## src/rtl/ad9280_acq_sequencer.sv

```systemverilog
// Frame acquisition sequencer between an AD9280 capture core and a byte stream sink.
// Optional auto-trigger timeout is built when ACQ_AUTO_TIMEOUT_EN is defined.
module ad9280_acq_sequencer #(
  parameter int SAMPLE_DEPTH_WIDTH = 16,
  parameter int TIMEOUT_WIDTH      = 24
) (
  input  logic                          sys_clk,
  input  logic                          sys_rst_n,
  input  logic                          start,
  input  logic                          stop,
  input  logic                          continuous,
  input  logic [SAMPLE_DEPTH_WIDTH-1:0] frame_len,
  input  logic [TIMEOUT_WIDTH-1:0]      timeout_cycles,
  output logic                          core_sampling_enable,
  output logic [SAMPLE_DEPTH_WIDTH-1:0] core_sample_depth,
  output logic                          core_software_trigger,
  input  logic                          core_trigger_detected,
  input  logic                          core_acq_complete,
  input  logic                          core_data_valid,
  input  logic [7:0]                    core_data,
  output logic                          core_data_ready,
  output logic [7:0]                    m_tdata,
  output logic                          m_tvalid,
  input  logic                          m_tready,
  output logic                          m_tlast,
  output logic                          busy,
  output logic                          frame_done,
  output logic [15:0]                   frame_count,
  output logic                          underrun,
  output logic                          timed_out
);

  typedef enum logic [2:0] {
    S_IDLE, S_ARM, S_WAIT_TRIG, S_CAPTURE, S_DRAIN, S_GAP
  } state_t;

  state_t                        state_q, state_d;
  logic [SAMPLE_DEPTH_WIDTH-1:0] depth_q, depth_d;
  logic [SAMPLE_DEPTH_WIDTH-1:0] beat_q, beat_d;
  logic [1:0]                    idle_q, idle_d;
  logic                          gap_q, gap_d;
  logic                          frame_done_q, frame_done_d;
  logic [15:0]                   frame_count_q, frame_count_d;
  logic                          underrun_q, underrun_d;

  logic pass, beat_acc, last_beat, abort;

  assign pass      = (state_q == S_CAPTURE) || (state_q == S_DRAIN);
  assign beat_acc  = m_tvalid && m_tready;
  assign last_beat = (beat_q == depth_q - SAMPLE_DEPTH_WIDTH'(1));
  assign abort     = stop && (state_q != S_IDLE);

  // Stream is a zero-latency pass-through of the core while a frame is open.
  assign m_tvalid        = pass && core_data_valid;
  assign m_tdata         = pass ? core_data : 8'h00;
  assign m_tlast         = m_tvalid && last_beat;
  assign core_data_ready = pass ? m_tready : (state_q == S_WAIT_TRIG);

  assign core_sampling_enable = (state_q == S_ARM) || (state_q == S_WAIT_TRIG) || pass;
  assign core_sample_depth    = depth_q;
  assign busy                 = (state_q != S_IDLE);
  assign frame_done           = frame_done_q;
  assign frame_count          = frame_count_q;
  assign underrun             = underrun_q;

  always_comb begin
    state_d       = state_q;
    depth_d       = depth_q;
    beat_d        = beat_q;
    idle_d        = idle_q;
    gap_d         = gap_q;
    frame_done_d  = 1'b0;
    frame_count_d = frame_count_q;
    underrun_d    = underrun_q;
    unique case (state_q)
      S_IDLE: begin
        if (start) begin
          state_d    = S_ARM;
          depth_d    = (frame_len == '0) ? SAMPLE_DEPTH_WIDTH'(1) : frame_len;
          beat_d     = '0;
          underrun_d = 1'b0;
        end
      end
      S_ARM: begin
        state_d = S_WAIT_TRIG;
        beat_d  = '0;
        idle_d  = 2'd0;
      end
      S_WAIT_TRIG: begin
        if (core_trigger_detected) state_d = S_CAPTURE;
      end
      S_CAPTURE, S_DRAIN: begin
        if (beat_acc) begin
          beat_d = beat_q + SAMPLE_DEPTH_WIDTH'(1);
          if (last_beat) begin
            state_d       = S_GAP;
            frame_done_d  = 1'b1;
            frame_count_d = frame_count_q + 16'd1;
          end
        end
        if (state_q == S_CAPTURE) begin
          if (core_acq_complete && !(beat_acc && last_beat)) state_d = S_DRAIN;
        end else if (core_data_valid) begin
          idle_d = 2'd0;
        end else if (idle_q == 2'd3) begin
          // core stalled for four cycles short of a full frame: close it out
          state_d       = S_GAP;
          underrun_d    = 1'b1;
          frame_done_d  = 1'b1;
          frame_count_d = frame_count_q + 16'd1;
          idle_d        = 2'd0;
        end else begin
          idle_d = idle_q + 2'd1;
        end
      end
      S_GAP: begin
        gap_d = ~gap_q;
        if (gap_q) state_d = continuous ? S_ARM : S_IDLE;
      end
      default: state_d = S_IDLE;
    endcase
    if (abort) begin
      state_d       = S_IDLE;
      frame_done_d  = 1'b0;
      frame_count_d = frame_count_q;
      gap_d         = 1'b0;
      idle_d        = 2'd0;
    end
  end

  always_ff @(posedge sys_clk or negedge sys_rst_n) begin
    if (!sys_rst_n) begin
      state_q       <= S_IDLE;
      depth_q       <= '0;
      beat_q        <= '0;
      idle_q        <= 2'd0;
      gap_q         <= 1'b0;
      frame_done_q  <= 1'b0;
      frame_count_q <= 16'd0;
      underrun_q    <= 1'b0;
    end else begin
      state_q       <= state_d;
      depth_q       <= depth_d;
      beat_q        <= beat_d;
      idle_q        <= idle_d;
      gap_q         <= gap_d;
      frame_done_q  <= frame_done_d;
      frame_count_q <= frame_count_d;
      underrun_q    <= underrun_d;
    end
  end

`ifdef ACQ_AUTO_TIMEOUT_EN
  logic [TIMEOUT_WIDTH-1:0] to_cnt_q, to_cnt_d;
  logic                     sw_trig_q, sw_trig_d;
  logic                     timed_out_q, timed_out_d;

  // Counter saturates at the limit so the software trigger fires only once per wait.
  always_comb begin
    to_cnt_d    = to_cnt_q;
    sw_trig_d   = 1'b0;
    timed_out_d = timed_out_q;
    if (state_q == S_IDLE && start) timed_out_d = 1'b0;
    if (state_q == S_ARM) to_cnt_d = '0;
    if (state_q == S_WAIT_TRIG && to_cnt_q != timeout_cycles) begin
      to_cnt_d = to_cnt_q + TIMEOUT_WIDTH'(1);
      if (to_cnt_d == timeout_cycles) begin
        sw_trig_d   = 1'b1;
        timed_out_d = 1'b1;
      end
    end
    if (abort) sw_trig_d = 1'b0;
  end

  always_ff @(posedge sys_clk or negedge sys_rst_n) begin
    if (!sys_rst_n) begin
      to_cnt_q    <= '0;
      sw_trig_q   <= 1'b0;
      timed_out_q <= 1'b0;
    end else begin
      to_cnt_q    <= to_cnt_d;
      sw_trig_q   <= sw_trig_d;
      timed_out_q <= timed_out_d;
    end
  end

  assign core_software_trigger = sw_trig_q;
  assign timed_out             = timed_out_q;
`else
  logic unused_timeout;
  assign unused_timeout        = ^timeout_cycles;
  assign core_software_trigger = 1'b0;
  assign timed_out             = 1'b0;
`endif

endmodule

```

## config.mk

```make
export PLATFORM = sky130hd
export DESIGN_NAME = ad9280_acq_sequencer
export DESIGN_NICKNAME = d
export VERILOG_FILES = /design/src/rtl/ad9280_acq_sequencer.sv
export SDC_FILE = /design/constraint.sdc
export NUM_CORES = 1
export LEC_CHECK = 0
export BUFFER_PORTS_ARGS = -buffer_cell sky130_fd_sc_hd__buf_2
export CELL_PAD_IN_SITES_DETAIL_PLACEMENT = 1
export CELL_PAD_IN_SITES_GLOBAL_PLACEMENT = 2
export CORE_UTILIZATION = 24
export DETAILED_ROUTE_END_ITERATION = 8
export PLACE_DENSITY = 0.77
export SYNTH_ARGS = -nofsm -noshare
export SYNTH_HDL_FRONTEND = slang
export SYNTH_SLANG_ARGS = --single-unit
export TNS_END_PERCENT = 10
```

## constraint.sdc

```tcl
create_clock -name sys_clk -period 4.17 [get_ports sys_clk]
set_clock_uncertainty 0.05 [all_clocks]
set_input_delay 0.6255 -clock sys_clk [delete_from_list [all_inputs] [get_ports sys_clk]]
set_output_delay 0.6255 -clock sys_clk [all_outputs]
set_load 0.005 [all_outputs]
```

==> results.yml <==
global_routing:
  grt.met3_usage: 0.0220
  grt_pass1_wl_um: 15500
  grt-ovfl-total: 0
  gr-usage-met1: 0.182
  grt_util_met2: 0.230
  grt_pass1_vias: 3035
  grt_usage: 0.137
  busiest_layer: "met2"
  antenna_found_initial: 0
  grt_max_degree: 32
route:
  drt_wl_total_um: 9200
  wire_per_inst_um: 15.3
  vias: 2861
  firstDrtPassIters: 4
  antenna_left: 0
  drtIter0Drc: 81
  viasPerCell: 4.75
  drc: 0
sta:
  worst_pin_slew_ps: 807
  hold_viol_final: 0
  finalSetupViolCount: 0
  hold_slack_ps: 355
  tns_ps: 0
  min_period_ps: 3540
  final-max-slew-violation-count: 0
  post-route-period-util: 0.850
  slew_headroom: 0.462
  rsz0062_at_grt: "false"
  fin_ws_ps: 627
  fmax_ghz: 0.282
logic_synthesis:
  yosys.area.top_type: "dfrtp_1"
  yosysWarnings: 0
  synth_cells: 348
  synth_edf_count: 0
  synthArstFlopShare: 1.00
  synth.area.top_cells: "dfrtp_1 43%, xnor2_1 8.0%, mux2_2 4.8%, nand2_1 4.2%, xor2_1 3.7%"
  synth_top_area_frac: 0.428
  syn_area_per_cell_um2: 9.41
  ys_seq_area_frac: 0.428
  synth_ff_type: "dfrtp_1"
  synth_cell_types: 52
  synth_seq_cells: 56
  synth_area_um2: 3280
setup_path:
  cp_cell_sequence: "inv_1, ha_1, or4b_4, nor4_2, o221ai_1, or4_4, o31ai_4, nand4_1, xnor2_1"
  max_stage_delay_ps: 660
  critPathKind: "reg2reg"
  path_max_fanout: 17
  critPathCaptureType: "flip-flop"
  critical_path_buf_inv_count: 1
  cp_top_family: "simple AND/OR/NAND/NOR gates"
  start_kind: "flip-flop"
  worstPathArrival_ps: 3670
  slowest_stage: "o31ai_4"
  crit_required_ps: 4300
power_and_ir_drop:
  ir_worst_vdd_mv: 0.256
  cellPowerDensity_nw_per_um2: 485
  p_leak_nw: 1.81
  power_mw: 1.95
clock_tree:
  clock_path_buffers: 2
  cts_root_buf: "clkbuf_16"
  post_cts_buffers: 0
  h-tree-depth: 2
  cts_sinks: 56
  ctsHoldBuffers: 0
  cts.repair.resized: 0
  cts-buffers-inserted: 5
  clk_pin_slew_ps: 70
  cts_tree: "yes"
  clock_latency_ps: 290
floorplan:
  initial_core_util: 0.246
  io-pin-count: 106
  fp.dieH_um: 119
  die_width_um: 119
  num_rows: 42
  die_area_um2: 14100
  core_um2: 13300
finish:
  antennaDiodeCount: 0
  layout.cells.non_filler: 602
  final_common_cell: "buf_2"
  syn_to_final_growth_pct: 22.6
  stdcell_area_um2: 4020
  utilization: 0.302
  fin_nets: 487
  fillers: 1577
  final_cell_mix: "79 x buf_2, 56 x dfrtp_1, 37 x nand2_1, 30 x xnor2_1, 27 x nor2_1"
  drive_gt1_frac: 0.263
outcome:
  run_status: "complete, no violations"
placed_design:
  placed_area_um2: 3860
  place_congestion: 0.767
  hpwlAfterDp_um: 7010
  numPortBuffers: 79
  dp_slack_ps: 606
  post-place-cells: 595
hold_path:
  hp-class: "in2async"
flow_run:
  drv_cap: 0
-- kinds of logic (layout without fill, tap and decap cells) --
kind of cell | count (synthesis) | in the layout | share of synthesized area
fa+ha+maj | 4 | 4 | 0.0153
buf+inv | 24 | 101 | 0.0328
other cells | 1 | 2 | 0.00114
compound gates | 62 | 62 | 0.124
flops | 56 | 56 | 0.428
xor+xnor | 44 | 44 | 0.118
simple gates | 141 | 141 | 0.227
mux | 16 | 16 | 0.0542
-- layer usage --
metal / wire (µm) / up-vias
li1: - / 1381
met1: 4420 / 1408
met2: 4320 / 63
met3: 349 / 9
met4: 111 / 0
met5: 0 / -
-- power breakdown --
part,leakage [nW],internal (mW),switching (mW),total (mW)
sequential,0.745,0.630,0.179,0.809
combinational,0.992,0.332,0.358,0.690
clock,0.0760,0.253,0.194,0.447
-- layout make-up --
cell class	instances	area (µm²)	area share
Clock buffer	7	153	0.0380
Inverter	10	37.5	0.00935
Multi-Input combinational cell	269	1770	0.441
Sequential cell	56	1400	0.349
Tap cell	176	220	0.0548
Timing Repair Buffer	84	433	0.108
-- sequential cells by signal, summed over array words and instances, names as in the netlist --
| register | cells |
|---|---|
| beat_q | 16 |
| core_sample_depth | 16 |
| frame_count | 16 |
| frame_done | 1 |
| gap_q | 1 |
| idle_q | 2 |
| state_q | 3 |
| underrun | 1 |
-- Yosys cell counts, types with 3 or more instances --
| master | number |
|---|---|
| a21oi_1 | 11 |
| a31oi_1 | 6 |
| and2_1 | 11 |
| and3_1 | 11 |
| clkbuf_1 | 9 |
| dfrtp_1 | 56 |
| ha_1 | 4 |
| inv_1 | 10 |
| mux2_2 | 14 |
| nand2_1 | 37 |
| nand2b_1 | 4 |
| nand3_1 | 9 |
| nand4_1 | 10 |
| nor2_1 | 27 |
| nor3_1 | 11 |
| nor4_1 | 5 |
| nor4b_1 | 3 |
| o21ai_0 | 23 |
| o31ai_1 | 3 |
| xnor2_1 | 30 |
| xor2_1 | 14 |
-- path summary, 6_finish.rpt --
path | startpoint | to | slack, ps | cells past startpoint
setup / recovery | core_sample_depth[0]$_DFFE_PN0P_ | frame_count[9]$_DFFE_PN0P_ | 630 | 9
hold / removal | sys_rst_n | frame_count[11]$_DFFE_PN0P_ | 360 | 1
setup reg to reg | core_sample_depth[0]$_DFFE_PN0P_ | frame_count[9]$_DFFE_PN0P_ | 630 | 9
hold reg to reg | frame_count[15]$_DFFE_PN0P_ | frame_count[15]$_DFFE_PN0P_ | 420 | 1
max in group asynchronous | sys_rst_n | beat_q[12]$_DFFE_PN0P_ | 2870 | 2
min in group sys_clk | frame_count[15]$_DFFE_PN0P_ | frame_count[15]$_DFFE_PN0P_ | 420 | 1
(Power assumes the default switching activity.)
